===== src/rtl/seq_detect_ctrl_if.sv =====
// Control/config and serial-stream bundle for seq_detect_ctrl.
// master: config/control source and stream driver; slave: the detector.
interface seq_detect_ctrl_if #(
  parameter int unsigned MAXLEN = 8,
  parameter int unsigned CNTW   = 8
);
  localparam int unsigned LENW = $clog2(MAXLEN) + 1;

  logic              cfg_we;
  logic [MAXLEN-1:0] cfg_pattern;
  logic [LENW-1:0]   cfg_len;
  logic [CNTW-1:0]   cfg_target;
  logic              start;
  logic              abort;
  logic              in_valid;
  logic              in;
  logic              match;
  logic [CNTW-1:0]   match_count;
  logic              busy;
  logic              done;
  logic              err;

  modport master (
    output cfg_we, cfg_pattern, cfg_len, cfg_target, start, abort, in_valid, in,
    input  match, match_count, busy, done, err
  );

  modport slave (
    input  cfg_we, cfg_pattern, cfg_len, cfg_target, start, abort, in_valid, in,
    output match, match_count, busy, done, err
  );
endinterface


===== src/rtl/seq_detect_ctrl.sv =====
// Run-time configurable serial pattern detector: IDLE/RUN/DONE sequencing,
// overlapping match detection, saturating match counter and target stop.
module seq_detect_ctrl #(
  parameter int unsigned MAXLEN = 8,
  parameter int unsigned CNTW   = 8
) (
  input logic              clk,
  input logic              reset,
  seq_detect_ctrl_if.slave bus
);
  localparam int unsigned LENW = $clog2(MAXLEN) + 1;

  typedef enum logic [1:0] {StIdle, StRun, StDone} state_e;

  state_e            r_state;
  logic [MAXLEN-1:0] r_pattern;
  logic [LENW-1:0]   r_len;
  logic [CNTW-1:0]   r_target;
  // Oldest bit falls off the top; the newest bit is folded in via w_hist_next.
  logic [MAXLEN-2:0] r_hist;
  logic [LENW-1:0]   r_fill;
  logic [CNTW-1:0]   r_count;
  logic              r_match;
  logic              r_err;
  logic              r_busy;
  logic              r_done;

  logic [MAXLEN-1:0] w_mask;
  logic [MAXLEN-1:0] w_hist_next;
  logic [LENW-1:0]   w_fill_next;
  logic [CNTW-1:0]   w_count_next;
  logic              w_cfg_ok;
  logic              w_hit;
  logic              w_reach_target;

  // Select the low r_len bits for pattern comparison
  always_comb begin
    w_mask = '0;
    for (int i = 0; i < int'(MAXLEN); i++) begin
      w_mask[i] = (i < int'(r_len));
    end
  end

  assign w_hist_next    = {r_hist, bus.in};
  assign w_fill_next    = (r_fill >= r_len) ? r_len : r_fill + 1'b1;
  assign w_hit          = (w_fill_next >= r_len) &&
                          ((w_hist_next & w_mask) == (r_pattern & w_mask));
  assign w_count_next   = (&r_count) ? r_count : r_count + 1'b1;
  assign w_reach_target = (r_target != '0) && (w_count_next == r_target);
  assign w_cfg_ok       = (bus.cfg_len != '0) && (bus.cfg_len <= LENW'(MAXLEN));

  // Config, sequencing and detection state with registered outputs
  always_ff @(posedge clk or posedge reset) begin
    if (reset) begin
      r_state   <= StIdle;
      r_pattern <= MAXLEN'(4'b1010);
      r_len     <= LENW'(4);
      r_target  <= '0;
      r_hist    <= '0;
      r_fill    <= '0;
      r_count   <= '0;
      r_match   <= 1'b0;
      r_err     <= 1'b0;
      r_busy    <= 1'b0;
      r_done    <= 1'b0;
    end else begin
      r_match <= 1'b0;
      r_err   <= 1'b0;

      // Config is only accepted outside a run and with a legal length
      if (bus.cfg_we) begin
        if ((r_state != StRun) && w_cfg_ok) begin
          r_pattern <= bus.cfg_pattern;
          r_len     <= bus.cfg_len;
          r_target  <= bus.cfg_target;
        end else begin
          r_err <= 1'b1;
        end
      end

      case (r_state)
        StIdle, StDone: begin
          // abort in IDLE/DONE is inert but still blocks a same-cycle start
          if (bus.start && !bus.abort) begin
            r_hist  <= '0;
            r_fill  <= '0;
            r_count <= '0;
            r_state <= StRun;
            r_busy  <= 1'b1;
            r_done  <= 1'b0;
          end
        end
        StRun: begin
          if (bus.abort) begin
            r_state <= StIdle;
            r_busy  <= 1'b0;
          end else if (bus.in_valid) begin
            r_hist <= w_hist_next[MAXLEN-2:0];
            r_fill <= w_fill_next;
            if (w_hit) begin
              r_match <= 1'b1;
              r_count <= w_count_next;
              if (w_reach_target) begin
                r_state <= StDone;
                r_busy  <= 1'b0;
                r_done  <= 1'b1;
              end
            end
          end
        end
        default: begin
          r_state <= StIdle;
          r_busy  <= 1'b0;
          r_done  <= 1'b0;
        end
      endcase
    end
  end

  assign bus.match       = r_match;
  assign bus.match_count = r_count;
  assign bus.busy        = r_busy;
  assign bus.done        = r_done;
  assign bus.err         = r_err;
endmodule


===== src/flat_wrapper.sv =====
// flat-port wrapper written by rule: the top's interface ports become plain ports
module seq_detect_ctrl_flat 
#(
  parameter int unsigned MAXLEN = 8,
  parameter int unsigned CNTW   = 8
)
  (clk, reset, bus_cfg_we, bus_cfg_pattern, bus_cfg_len, bus_cfg_target, bus_start, bus_abort, bus_in_valid, bus_in, bus_match, bus_match_count, bus_busy, bus_done, bus_err);
  seq_detect_ctrl_if #(.MAXLEN(MAXLEN), .CNTW(CNTW)) bus_i ();
  input logic clk;
  input logic reset;
  input wire logic [$bits(bus_i.cfg_we)-1:0] bus_cfg_we;
  input wire logic [$bits(bus_i.cfg_pattern)-1:0] bus_cfg_pattern;
  input wire logic [$bits(bus_i.cfg_len)-1:0] bus_cfg_len;
  input wire logic [$bits(bus_i.cfg_target)-1:0] bus_cfg_target;
  input wire logic [$bits(bus_i.start)-1:0] bus_start;
  input wire logic [$bits(bus_i.abort)-1:0] bus_abort;
  input wire logic [$bits(bus_i.in_valid)-1:0] bus_in_valid;
  input wire logic [$bits(bus_i.in)-1:0] bus_in;
  output wire logic [$bits(bus_i.match)-1:0] bus_match;
  output wire logic [$bits(bus_i.match_count)-1:0] bus_match_count;
  output wire logic [$bits(bus_i.busy)-1:0] bus_busy;
  output wire logic [$bits(bus_i.done)-1:0] bus_done;
  output wire logic [$bits(bus_i.err)-1:0] bus_err;
  assign bus_i.cfg_we = bus_cfg_we;
  assign bus_i.cfg_pattern = bus_cfg_pattern;
  assign bus_i.cfg_len = bus_cfg_len;
  assign bus_i.cfg_target = bus_cfg_target;
  assign bus_i.start = bus_start;
  assign bus_i.abort = bus_abort;
  assign bus_i.in_valid = bus_in_valid;
  assign bus_i.in = bus_in;
  assign bus_match = bus_i.match;
  assign bus_match_count = bus_i.match_count;
  assign bus_busy = bus_i.busy;
  assign bus_done = bus_i.done;
  assign bus_err = bus_i.err;
  seq_detect_ctrl #(.MAXLEN(MAXLEN), .CNTW(CNTW)) u_core (.clk(clk), .reset(reset), .bus(bus_i));
endmodule

===== config.mk =====
export PLATFORM = sky130hd
export DESIGN_NAME = seq_detect_ctrl_flat
export DESIGN_NICKNAME = d
export VERILOG_FILES = /design/src/rtl/seq_detect_ctrl_if.sv /design/src/rtl/seq_detect_ctrl.sv /design/src/flat_wrapper.sv
export SDC_FILE = /design/constraint.sdc
export NUM_CORES = 1
export LEC_CHECK = 0
export CAP_MARGIN = 20
export CORE_AREA = 2 2 116 73
export DETAILED_ROUTE_END_ITERATION = 6
export DIE_AREA = 0 0 118 75
export PLACE_DENSITY = 0.6
export SYNTH_ARGS = -nofsm -noshare
export SYNTH_HDL_FRONTEND = slang
export SYNTH_SLANG_ARGS = --single-unit

===== constraint.sdc =====
create_clock -name clk -period 4.55 [get_ports clk]
set_clock_uncertainty 0.15 [all_clocks]
set_input_delay 0.91 -clock clk [delete_from_list [all_inputs] [get_ports clk]]
set_output_delay 0.91 -clock clk [all_outputs]
set_load 0.005 [all_outputs]

**After elaboration in Yosys (flattened, before gate mapping)**

Index checks and enable logic that the tools add are counted.

- Register bits after elaboration: 45
- Output and inout bits: 12

- Add/subtract/negate cells: 2
- Magnitude comparators: 11
- Eq/ne operators: 13
- Multiplexer cells: 39
- Bitwise logic cells: 2
- Reductions and logical operators: 17

Operators by type and width:

| kind | count |
|---|---|
| $mux W8 | 5 |
| $mux W7 | 3 |
| $and A8 B8 Y8 | 2 |
| $eq A8 B8 Y1 | 2 |
| $lt A3 B4 Y1 const A | 4 |
| $mux W1 | 16 |
| $mux W4 | 4 |
| $pmux W8 S2 | 1 |
| $pmux W7 S2 | 1 |
| $mux W2 | 5 |
| $reduce_and A5 Y1 | 2 |
| $add A8 B1 Y8 const B | 1 |
| $ge A4 B4 Y1 | 2 |
| $lt A1 B4 Y1 const A | 2 |
| $lt A2 B4 Y1 const A | 2 |
| $ne A2 B1 Y1 const B | 4 |
| $pmux W4 S2 | 1 |
| $reduce_and A4 Y1 | 2 |
| $reduce_and A8 Y1 | 1 |
| $reduce_bool A8 Y1 | 1 |
| $ne A3 B2 Y1 const B | 2 |
| $logic_and A1 B1 Y1 | 5 |
| $add A4 B1 Y4 const B | 1 |
| $le A4 B4 Y1 const B | 1 |
| other kinds (12) | 14 |

**Logic depth before layout (Yosys ltp)**

Gate-level depths: netlist of the first run.

- Depth in word-level cells: 9
- Gate-level depth with buffers: 15

**Least setup slack after synthesis of the first run**

OpenSTA, ideal clock, no wires.

- Kind: reg-to-reg
- Start point: reg u_core.r_len[0]
- End point: reg u_core.r_count[1] (netlist: u_core.bus.match_count[1])
- Data arrival time: 3.505 ns
- Data required time: 4.274 ns
- Path slack: 0.769 ns
- Cell stages (with the launch flop): 14
- Clock period less this slack: 3.781 ns
- Path through: dfrtp_1 > ha_1 > nand2b_1 > a21o_1 > a21o_1 > a21oi_1 > mux2_2 > ha_1 > o21a_1 > nor2_1 > a2111oi_0 > o221a_4 > nand2_4 > a311o_1

- Word-level cells in the longest chain between the ends: 6
- Elaborated cells between the ends (all ways): 17

RTL lines:

| element | RTL line | text |
|---|---|---|
| start: declaration | seq_detect_ctrl.sv:17 | `logic [LENW-1:0] r_len;` |
| start signal: assignment | seq_detect_ctrl.sv:74 | `r_len <= bus.cfg_len;` |
| $ge A4 B4 Y1 (tied with other cells) | seq_detect_ctrl.sv:45 | `assign w_fill_next = (r_fill >= r_len) ? r_len : r_fill + 1'b1;` |
| $mux W4 or $and A8 B8 Y8 (tied branches) | seq_detect_ctrl.sv:45, seq_detect_ctrl.sv:47 |  |
| $ge A4 B4 Y1 or $eq A8 B8 Y1 (tied branches) | seq_detect_ctrl.sv:46, seq_detect_ctrl.sv:47 |  |
| $logic_and A1 B1 Y1 (*) | seq_detect_ctrl.sv:46 | `assign w_hit = (w_fill_next >= r_len) &&` |
| $ne A2 B1 Y1 (no line) (*) | n/a |  |
| $reduce_and A5 Y1 (no line) (*) | n/a |  |
| end signal: assignment | seq_detect_ctrl.sv:102 | `r_count <= w_count_next;` |
| end: declaration | seq_detect_ctrl.sv:22 | `logic [CNTW-1:0] r_count;` |

Mark *: on every way between the ends. The rest lies on a longest branch, timed or not.
A chain may end at the register's enable or synchronous reset.

**Final worst setup path of the first run**

- Start point: reg u_core.r_len[0]
- End point: reg u_core.r_count[3] (netlist: u_core.bus.match_count[3])

Same word-level chain as after synthesis.

==> metrics, run 1 <==
H-tree depth 2; hold buffer count at CTS 0; CTS Buf Count 5; synthesized cell area 0.00267 mm2; Ant. Diodes 0; R2R setup slack 430 ps; remaining global-route overflow 0; switching power 0.000563 W; Skew-Pair Late Insertion Delay 290 ps; Mapped Cells 249; Clock Root Buffer clkbuf_16; Critical Path End Type register; cell depth of the worst setup path 13; Slowest-stage cell, CP a2111oi_1; crit-path max FO 8; worst r2r dst u_core.bus.match_count[3]; post-CTS setup buffers 0; maxcap violations 0; GPL Wtd Cong 0.867; minimum clock period 4120 ps; CP delay by family, top compound AO/OA/AOI/OAI gates; syn_nets 286; hold_sp u_core.r_hist[6]; worst-case clock buffer depth 2; Max Clk Rate 0.243 GHz; final setup fails 0; Hold Crit Class reg2reg; TritonCTS clock tree built; final hold viol count 0; mean number of vias per cell 5.38; Final ANT Viol Nets 0; Critical Path RT 4540 ps; Layout Nets 321; largest net degree at the start of global routing 46; initial antenna violation count 0; top cell type's share of synthesized area 0.393; gr usage total 0.156; Clock transition at path regs 70 ps; Post-synth EDFFs 0; Tot Pwr 0.00160 W; Die Y 75 um; post-route setup TNS 0 ps; Logic pwr share 0.369; sequential power share 0.400; Syn Area/Cell 10.7 um2; worst path bufs/invs 0; vias 2115; DPL Wire Length 4.94 mm; CTS Sinks 45; power per cell area 485 mW/mm2; critical path's largest stage delay 520 ps; ys async rst share 1.00; final critical-path share of the clock period 0.906; post-synthesis sequential area ratio 0.423; LEAKAGE 1.42 nW; Port Buf Inserts 38; ranking of synthesized cells by area dfrtp_1, mux2_2, ha_1; Internal Power 0.00103 W; first-pass GRT wire length 10.9 mm; Slew headroom 0.559; Iteration-0 DRC Markers 202; Die X 118 um; P&R area growth vs syn 23.2%; share of cells above drive strength 1 0.179; starting density of the core 0.346; RSZ-0062 raised after global routing no; drt wl/cell 16.4 um; Critical Path AT 4110 ps; fill cell count 767; drt drc 0; WHS Endpoint u_core.r_hist[6]; hold path cells 1; slew at the pin closest to its max-slew limit 655 ps; status finished, final reports clean; ys flop type dfrtp_1; FP Rows 25; Post-CTS Resized 0; IO Count 39; Switching Fraction 0.353; leading area contributor after synthesis dfrtp_1; final WL 6.44 mm; Reg2Reg Depth 13; vias in the first global route 2002; die area 0.00885 mm2; YS warnings 0; Yosys cell types 56; FF+latch count, synth 45; CP Class reg2reg; placeable core area 0.00773 mm2; Startpoint Class register; clock network fraction of design power 0.231; CP Cell Sequence ha_1 -> nand2b_1 -> a21o_1 -> a21o_1 -> a21oi_1 -> mux2_2 -> ha_1 -> o21a_1 -> nor2_1 -> a2111oi_1 -> o221ai_1 -> o21ai_1 -> a221oi_1; Max VDD drop 0.000161 V; First-pass DRT Iterations 4; Max Slew Vio Count 0; Worst R2R Start u_core.r_len[0]
worst register-to-register path, cell delays in order (launching register included):
cell and delay, ps:
dfrtp_1 470, ha_1 300, nand2b_1 140, a21o_1 180, a21o_1 170, a21oi_1 400, mux2_2 400, ha_1 280
o21a_1 110, nor2_1 40, a2111oi_1 520, o221ai_1 300, o21ai_1 350, a221oi_1 160
power by group through the flow:
stage | Clock, W | Sequential [W] | Combinational [W]
2_1_floorplan | 0 | 0.000600 | 0.000467
3_3_place_gp | 0 | 0.000640 | 0.000572
3_5_place_dp | 0 | 0.000645 | 0.000585
4_1_cts | 0.000380 | 0.000638 | 0.000590
5_1_grt | 0.000396 | 0.000659 | 0.000672
6_report | 0.000369 | 0.000638 | 0.000589
stage by stage:
step / setup slack (ps) / instances / util / hold slack (ps) / area [um2]
after detailed placement: 303 / 385 / 0.407 / 357 / 3140
after global placement: 490 / 385 / 0.407 / 357 / 3140
after CTS: 276 / 393 / 0.426 / 376 / 3290
final: 430 / 393 / 0.426 / 369 / 3290
after global routing: 150 / 393 / 0.426 / 402 / 3290
after floorplan: 769 / 249 / - / 335 / 2670
registers in the layout (all words and copies together), names as in the netlist:
| signal | count |
|---|---|
| u_core.r_len | 4 |
| u_core.bus.match | 1 |
| u_core.r_state | 2 |
| u_core.r_hist | 7 |
| u_core.bus.busy | 1 |
| u_core.r_target | 8 |
| u_core.r_pattern | 8 |
| u_core.bus.err | 1 |
| u_core.r_fill | 4 |
| u_core.bus.match_count | 8 |
| u_core.bus.done | 1 |
Yosys cell counts, types with 2 or more instances:
master,count
dfstp_2,3
o21a_1,2
o31ai_1,2
a21boi_0,2
and3_1,7
nand2b_1,3
buf_2,2
a221oi_1,3
a21oi_1,6
nand4_1,3
dfrtp_1,42
nor2_1,13
mux2i_1,5
nand3_1,9
and4_1,2
xor2_1,8
a22o_1,11
or4b_4,2
o21ai_0,3
inv_1,13
a2111oi_0,2
a31oi_1,8
nor4_1,3
mux2_2,23
clkbuf_1,8
o22ai_1,2
buf_6,2
o21ai_2,2
xnor2_1,8
a21o_1,3
nor3_1,4
nand2_1,9
ha_1,10
a211oi_1,2
area by class of cell:
class	instances	area, um2	area share
Clock buffer	5	125	0.0380
Clock inverter	3	25.0	0.00760
Inverter	13	48.8	0.0148
Multi-Input combinational cell	179	1430	0.435
Sequential cell	45	1130	0.343
Tap cell	108	135	0.0410
Timing Repair Buffer	40	395	0.120
logic make-up (layout without fill, tap and decap cells):
logic type | after synthesis | in the layout | synth area share
buffers and inverters | 25 | 61 | 0.0416
muxes | 28 | 28 | 0.116
AOI/OAI and AO/OA | 61 | 61 | 0.182
xor gates and xnor gates | 16 | 16 | 0.0524
adders and majority gates | 10 | 10 | 0.0468
DFF | 45 | 45 | 0.423
and+or+nand+nor | 64 | 64 | 0.139
worst max-delay path by stage:
stage                    startpoint                   endpoint
CTS                 u_core.r_len[0]  u_core.bus.match_count[3]
finish              u_core.r_len[0]  u_core.bus.match_count[3]
global route        u_core.r_len[1]  u_core.bus.match_count[3]
detailed placement  u_core.r_len[0]  u_core.bus.match_count[3]
global placement    u_core.r_len[0]  u_core.bus.match_count[3]
floorplan           u_core.r_len[0]  u_core.bus.match_count[1]
cell usage in the layout (no fill, tap or decap), types with 4 or more instances in the layout:
cell              n
xnor2_1           8
dfrtp_1          42
a21oi_1           6
clkbuf_16         5
inv_1            12
nand3_1           9
ha_1             10
a31oi_1           8
mux2i_1           5
and3_1            7
mux2_2           23
nor3_1            4
a22o_1           11
xor2_1            8
clkdlybuf4s50_1  38
nand2_1           9
nor2_1           13
layer usage:
metal	GRT usage	part of all wire
met1	0.256	0.55
met3	0.0326	0.081
met2	0.202	0.36
met4	0.0361	0.0054
met5	0	0
(Power assumes the default switching activity.)
==> inputs of run 2 (changes only) <==
--- a/config.mk
+++ b/config.mk
@@ -5,11 +5,12 @@
 export SDC_FILE = /design/constraint.sdc
 export NUM_CORES = 1
 export LEC_CHECK = 0
+export ABC_AREA = 1
 export CAP_MARGIN = 20
-export CORE_AREA = 2 2 116 73
+export CORE_AREA = 2 2 117 74
 export DETAILED_ROUTE_END_ITERATION = 6
-export DIE_AREA = 0 0 118 75
-export PLACE_DENSITY = 0.6
+export DIE_AREA = 0 0 119 76
+export PLACE_DENSITY = 0.59
 export SYNTH_ARGS = -nofsm -noshare
 export SYNTH_HDL_FRONTEND = slang
 export SYNTH_SLANG_ARGS = --single-unit
==> metrics, run 2 <==
Storage cell area 0.00113 mm2 (unchanged); share of cells above drive strength 1 0.0850 (was 0.179); Die Y 76 um (was 75 um); R2R setup slack 1320 ps (was 430 ps); CTS Buf Count 5 (unchanged); Clock Root Buffer clkbuf_16 (unchanged); ys flop type dfrtp_1 (unchanged); ranking of synthesized cells by area dfrtp_1, nand2_1, inv_1 (was dfrtp_1, mux2_2, ha_1); leading area contributor after synthesis dfrtp_1 (unchanged); Ant. Diodes 0 (unchanged); top cell type's share of synthesized area 0.388 (was 0.393); Hold Crit Class reg2reg (unchanged); starting density of the core 0.335 (was 0.346); switching power 0.000928 W (was 0.000563 W); Slowest-stage cell, CP dfrtp_1 (was a2111oi_1); M1 wire length 3.55 mm (was 3.54 mm); Slew headroom 0.376 (was 0.559); post-route setup TNS 0 ps (unchanged); FF+latch count, synth 45 (unchanged); IO Count 39 (unchanged); placeable core area 0.00810 mm2 (was 0.00773 mm2); critical path's largest stage delay 420 ps (was 520 ps); Critical Path RT 4620 ps (was 4540 ps); Clock transition at path regs 70 ps (about the same); fill cell count 820 (was 767); most numerous cell in the Yosys netlist nand2_1 (was dfrtp_1); Max Slew Vio Count 0 (unchanged); WL met2 2.62 mm (was 2.34 mm); Iteration-0 DRC Markers 137 (was 202); worst-case clock buffer depth 2 (unchanged); H-tree depth 2 (unchanged); gr usage total 0.155 (was 0.156); number of instances in the placed design 516 (was 385); Switching Fraction 0.442 (was 0.353); worst path bufs/invs 4 (was 0); final hold viol count 0 (unchanged); FP Rows 26 (was 25); TritonCTS clock tree built (unchanged); Post-CTS Resized 0 (unchanged); WL met3 382 um (was 522 um); most common cell after layout, fill and taps aside nand2_1 (was dfrtp_1); minimum clock period 3230 ps (was 4120 ps); status finished, final reports clean (unchanged); Worst R2R Start u_core.r_len[1] (was u_core.r_len[0]); Final Instance Area 0.00335 mm2 (was 0.00329 mm2); drt drc 0 (unchanged); Post-synth top cells nand2_1, inv_1, nor2_1 (was dfrtp_1, mux2_2, inv_1, nor2_1, a22o_1); DPL Wire Length 5.07 mm (was 4.94 mm); Startpoint Class register (unchanged); remaining global-route overflow 0 (unchanged); RSZ-0062 raised after global routing no (unchanged); uppermost routed layer met4 (unchanged); ys async rst share 1.00 (unchanged); Logic pwr share 0.504 (was 0.369); CTS Sinks 45 (unchanged); power per cell area 628 mW/mm2 (was 485 mW/mm2); Syn Area/Cell 7.29 um2 (was 10.7 um2); Layout Nets 448 (was 321); mean number of vias per cell 4.65 (was 5.38); maxcap violations 0 (unchanged); GPL Wtd Cong 0.893 (was 0.867); post-layout util 0.413 (was 0.426); clock network fraction of design power 0.172 (was 0.231); Critical Path AT 3300 ps (was 4110 ps); final WL 6.63 mm (was 6.44 mm); Max Clk Rate 0.310 GHz (was 0.243 GHz); Die X 119 um (was 118 um); Post-synth EDFFs 0 (unchanged); Final ANT Viol Nets 0 (unchanged); Max VDD drop 0.000195 V (was 0.000161 V); die area 0.00904 mm2 (was 0.00885 mm2); LEAKAGE 1.64 nW (was 1.42 nW); slew at the pin closest to its max-slew limit 936 ps (was 655 ps); crit-path max FO 10 (was 8); Yosys cell types 29 (was 56); hold_sp u_core.bus.busy (was u_core.r_hist[6]); hold buffer count at CTS 0 (unchanged); syn_nets 409 (was 286); Mapped Cells 372 (was 249); sequential power share 0.324 (was 0.400); CP delay by family, top simple AND/OR/NAND/NOR gates (was compound AO/OA/AOI/OAI gates); Skew-Pair Late Insertion Delay 290 ps (about the same); largest net degree at the start of global routing 46 (unchanged); CP Class reg2reg (unchanged); Critical Path End Type register (unchanged); YS warnings 0 (unchanged); worst r2r dst u_core.bus.match_count[7] (was u_core.bus.match_count[3]); multi-input logic area 0.00132 mm2 (was 0.00143 mm2); Final Non-Filler Cells 524 (was 393); dpl cell area 0.00320 mm2 (was 0.00314 mm2); final setup fails 0 (unchanged); P&R area growth vs syn 23.4% (was 23.2%); post-synthesis sequential area ratio 0.417 (was 0.423); first-pass GRT wire length 11.1 mm (was 10.9 mm); WHS Endpoint u_core.bus.busy (was u_core.r_hist[6]); initial antenna violation count 0 (unchanged); synthesized cell area 0.00271 mm2 (was 0.00267 mm2); vias 2436 (was 2115); vias in the first global route 2302 (was 2002); hold path cells 2 (was 1); CP Cell Sequence inv_1 -> ha_1 -> inv_1 -> nor2_1 -> o211ai_1 -> nand3_1 -> o21ai_0 -> inv_1 -> ha_1 -> nand4_1 -> nand3_1 -> nand3_2 -> o21ai_1 -> nand2_2 -> inv_2 -> nand3_1 -> o21ai_1 (was ha_1 -> nand2b_1 -> a21o_1 -> a21o_1 -> a21oi_1 -> mux2_2 -> ha_1 -> o21a_1 -> nor2_1 -> a2111oi_1 -> o221ai_1 -> o21ai_1 -> a221oi_1); post-CTS setup buffers 0 (unchanged); Port Buf Inserts 38 (unchanged); First-pass DRT Iterations 4 (unchanged); final critical-path share of the clock period 0.709 (was 0.906); drt wl/cell 12.7 um (was 16.4 um); Internal Power 0.00117 W (was 0.00103 W); commonest cells after routing, fill and taps aside nand2_1, inv_1, nor2_1 (was dfrtp_1, clkdlybuf4s50_1, mux2_2); Min Hold Slack 324 ps (was 369 ps); Reg2Reg Depth 17 (was 13)
==> run 2: routing by layer <==
metal / vias up / track usage
li1: 1266 / -
met1: 1104 / 0.237
met2: 59 / 0.212
met3: 7 / 0.0404
met4: 0 / 0.0429
met5: - / 0
==> run 2: power by group through the flow <==
| stage | clock network, W | registers (W) | logic (W) |
|---|---|---|---|
| floorplan | 0 | 0.000649 | 0.000797 |
| global placement | 0 | 0.000686 | 0.00103 |
| detailed placement | 0 | 0.000688 | 0.00105 |
| CTS | 0.000371 | 0.000681 | 0.00106 |
| global route | 0.000382 | 0.000704 | 0.00122 |
| finish | 0.000362 | 0.000680 | 0.00106 |
==> run 2: cells by family (layout without fill, tap and decap cells) <==
logic type	Yosys count	in the layout	synth area share
AOI/OAI and AO/OA	54	54	0.107
xor gates and xnor gates	4	4	0.0129
and+or+nand+nor	187	187	0.307
buffers and inverters	69	109	0.0978
muxes	3	3	0.0125
adders and majority gates	10	10	0.0461
DFF	45	45	0.417
==> run 2: how the worst max path moves through the flow <==
stage	from	to	slack, ps	cells after the start
finish	u_core.r_len[1]	u_core.bus.match_count[7]	1320	17
CTS	u_core.r_len[1]	u_core.bus.match_count[7]	1370	17
global route	u_core.r_len[1]	u_core.bus.match_count[3]	1020	17
detailed placement	bus_cfg_len[2]	u_core.r_pattern[6]	1380	6
global placement	bus_cfg_len[2]	u_core.r_target[7]	1420	6
floorplan	u_core.r_len[1]	u_core.bus.match_count[0]	1780	17
==> run 2: cell type report <==
class | instances | area share
multi-input cells | 258 | 0.393
flip-flops and latches | 45 | 0.338
repair buffers | 38 | 0.114
inverters | 63 | 0.0707
well taps | 112 | 0.0419
clock buffers | 5 | 0.0374
clock inverters | 3 | 0.00524
==> run 2: worst reg2reg max path, delay by kind of cell (launching register included) <==
kind	cells	cell delay (ps)
adder cells (fa/ha/maj)	2	620
AND/OR/NAND/NOR	7	800
buffers and inverters	4	420
AO/OA/AOI/OAI	4	750
flip-flops	1	420
==> run 2: metrics by stage <==
step	power, W	setup WS [ps]
6_report	0.00210	1320
5_1_grt	0.00231	1020
4_1_cts	0.00211	1370
3_5_place_dp	0.00174	1380
3_3_place_gp	0.00171	1420
2_1_floorplan	0.00145	1780
==> inputs of run 3 (changes only) <==
--- a/config.mk
+++ b/config.mk
@@ -10,7 +10,7 @@
 export CORE_AREA = 2 2 117 74
 export DETAILED_ROUTE_END_ITERATION = 6
 export DIE_AREA = 0 0 119 76
-export PLACE_DENSITY = 0.59
+export PLACE_DENSITY = 0.61
 export SYNTH_ARGS = -nofsm -noshare
 export SYNTH_HDL_FRONTEND = slang
 export SYNTH_SLANG_ARGS = --single-unit
==> constraint.sdc (replaced) <==
create_clock -name clk -period 2.7 [get_ports clk]
set_clock_uncertainty 0.15 [all_clocks]
set_input_delay 0.54 -clock clk [delete_from_list [all_inputs] [get_ports clk]]
set_output_delay 0.54 -clock clk [all_outputs]
set_load 0.005 [all_outputs]
==> metrics, run 3 (same netlist as run 2, synthesis figures left out) <==
most common cell after layout, fill and taps aside nand2_1 (unchanged); share of cells above drive strength 1 0.177 (was 0.0850); dpl cell area 0.00335 mm2 (was 0.00320 mm2); Die X 119 um (unchanged); final WL 7.44 mm (was 6.63 mm); maxcap violations 0 (unchanged); Hold Crit Class reg2reg (unchanged); GPL Wtd Cong 0.950 (was 0.893); worst-case clock buffer depth 2 (unchanged); Critical Path AT 2940 ps (was 3300 ps); TritonCTS clock tree built (unchanged); drt drc 0 (unchanged); final setup fails 12 (was 0); Max Clk Rate 0.343 GHz (was 0.310 GHz); FP Rows 26 (unchanged); crit-path max FO 8 (was 10); H-tree depth 2 (unchanged); Port Buf Inserts 38 (unchanged); Max VDD drop 0.000469 V (was 0.000195 V); vias 2562 (was 2436); setup slack after layout -217 ps (was 1320 ps); first-pass GRT wire length 12.1 mm (was 11.1 mm); placeable core area 0.00810 mm2 (unchanged); Iteration-0 DRC Markers 195 (was 137); failing checks negative setup slack; Slew headroom 0.437 (was 0.376); slew at the pin closest to its max-slew limit 842 ps (was 936 ps); Tot Pwr 0.00442 W (was 0.00210 W); Skew-Pair Late Insertion Delay 290 ps (about the same); commonest cells after routing, fill and taps aside nand2_1, inv_1, dfrtp_1 (was nand2_1, inv_1, nor2_1); Die Y 76 um (unchanged); DPL Wire Length 5.59 mm (was 5.07 mm); LEAKAGE 1.77 nW (was 1.64 nW); Clock Root Buffer clkbuf_16 (unchanged); Ant. Diodes 0 (unchanged); mean number of vias per cell 4.68 (was 4.65); First-pass DRT Iterations 4 (unchanged); drt wl/cell 13.6 um (was 12.7 um); minimum clock period 2920 ps (was 3230 ps); vias in the first global route 2432 (was 2302); Layout Nets 472 (was 448); Final ANT Viol Nets 0 (unchanged); Critical Path RT 2720 ps (was 4620 ps); final critical-path share of the clock period 1.08 (was 0.709); largest net degree at the start of global routing 46 (unchanged); Clock transition at path regs 60 ps (was 70 ps); remaining global-route overflow 0 (unchanged); CTS Buf Count 5 (unchanged); IO Count 39 (unchanged); Max Slew Vio Count 0 (unchanged); P&R area growth vs syn 34.7% (was 23.4%); Critical Path End Type register (unchanged); starting density of the core 0.335 (unchanged); status complete, but fails checks (was finished, final reports clean); hold buffer count at CTS 0 (unchanged); CTS Sinks 45 (unchanged); Final Instance Area 0.00365 mm2 (was 0.00335 mm2); CP Class reg2reg (unchanged); gr usage total 0.168 (was 0.155); power per cell area 1210 mW/mm2 (was 628 mW/mm2); initial antenna violation count 0 (unchanged); RSZ-0062 raised after global routing yes (was no); Startpoint Class register (unchanged); die area 0.00904 mm2 (unchanged); final hold viol count 0 (unchanged)
==> run 3: timing repair <==
item,4_1_cts,5_1_grt
endpoints found under the setup margin,12,13
gates resized for setup,8,16
setup buffers,3,4
cloned,1,0
pin swaps,2,12
==> run 3: worst paths after layout <==
kind	from	end	cells after the start	slack, ps
worst min register to register	u_core.bus.busy	u_core.bus.busy	2	330
min in group asynchronous	reset	u_core.r_fill[2]	3	460
worst min-delay path	u_core.bus.busy	u_core.bus.busy	2	330
worst max-delay path	u_core.r_fill[1]	u_core.bus.match_count[0]	17	-220
max in group asynchronous	reset	u_core.r_pattern[1]	3	1660
worst max register to register	u_core.r_fill[1]	u_core.bus.match_count[0]	17	-220
==> run 3: metrics by stage <==
| step | utilization | setup WS [ps] | hold WS [ps] | TNS (ps) | std cells |
|---|---|---|---|---|---|
| after global routing | 0.451 | -429 | 358 | -4440 | 548 |
| after floorplan | - | 12.4 | 310 | 0 | 372 |
| after global placement | 0.413 | -30.2 | 308 | -153 | 532 |
| after detailed placement | 0.413 | -239 | 323 | -2310 | 532 |
| final | 0.451 | -217 | 329 | -2030 | 548 |
| after CTS | 0.438 | -203 | 339 | -2000 | 544 |
==> run 3: metal layers <==
| metal | up-vias | track usage | routed length, um |
|---|---|---|---|
| li1 | 1312 | - | - |
| met1 | 1169 | 0.267 | 3990 |
| met2 | 75 | 0.222 | 2920 |
| met3 | 6 | 0.0472 | 451 |
| met4 | 0 | 0.0321 | 64 |
| met5 | - | 0 | 0 |
==> run 3: power breakdown <==
part	switching [W]	internal, W	leakage [nW]
Clock	0.000264	0.000340	0.0706
Combinational	0.00145	0.00124	1.14
Sequential	0.000193	0.000928	0.562
Total	0.00191	0.00250	1.77
==> run 3: cell type report <==
| class | instances | area [um2] |
|---|---|---|
| Clock buffer | 6 | 129 |
| Clock inverter | 2 | 10.0 |
| Fill cell | 806 | 4450 |
| Inverter | 63 | 239 |
| Multi-Input combinational cell | 258 | 1420 |
| Sequential cell | 45 | 1130 |
| Tap cell | 112 | 140 |
| Timing Repair Buffer | 61 | 573 |
| Timing Repair inverter | 1 | 7.51 |
==> run 3: worst max-delay path, cell delays in order (launching register included) <==
cell        delay (ps)
dfrtp_1            410
ha_4               250
inv_2               40
nor2_1              30
o211ai_1           260
nand3_4            170
nor2_4             130
a21oi_2             50
ha_1               290
inv_1               40
o21bai_1           110
nand3_1             80
nand3_1            100
nand3_2            140
o21ai_2            210
nand2_4            120
clkinvlp_4         140
o21ai_0             80
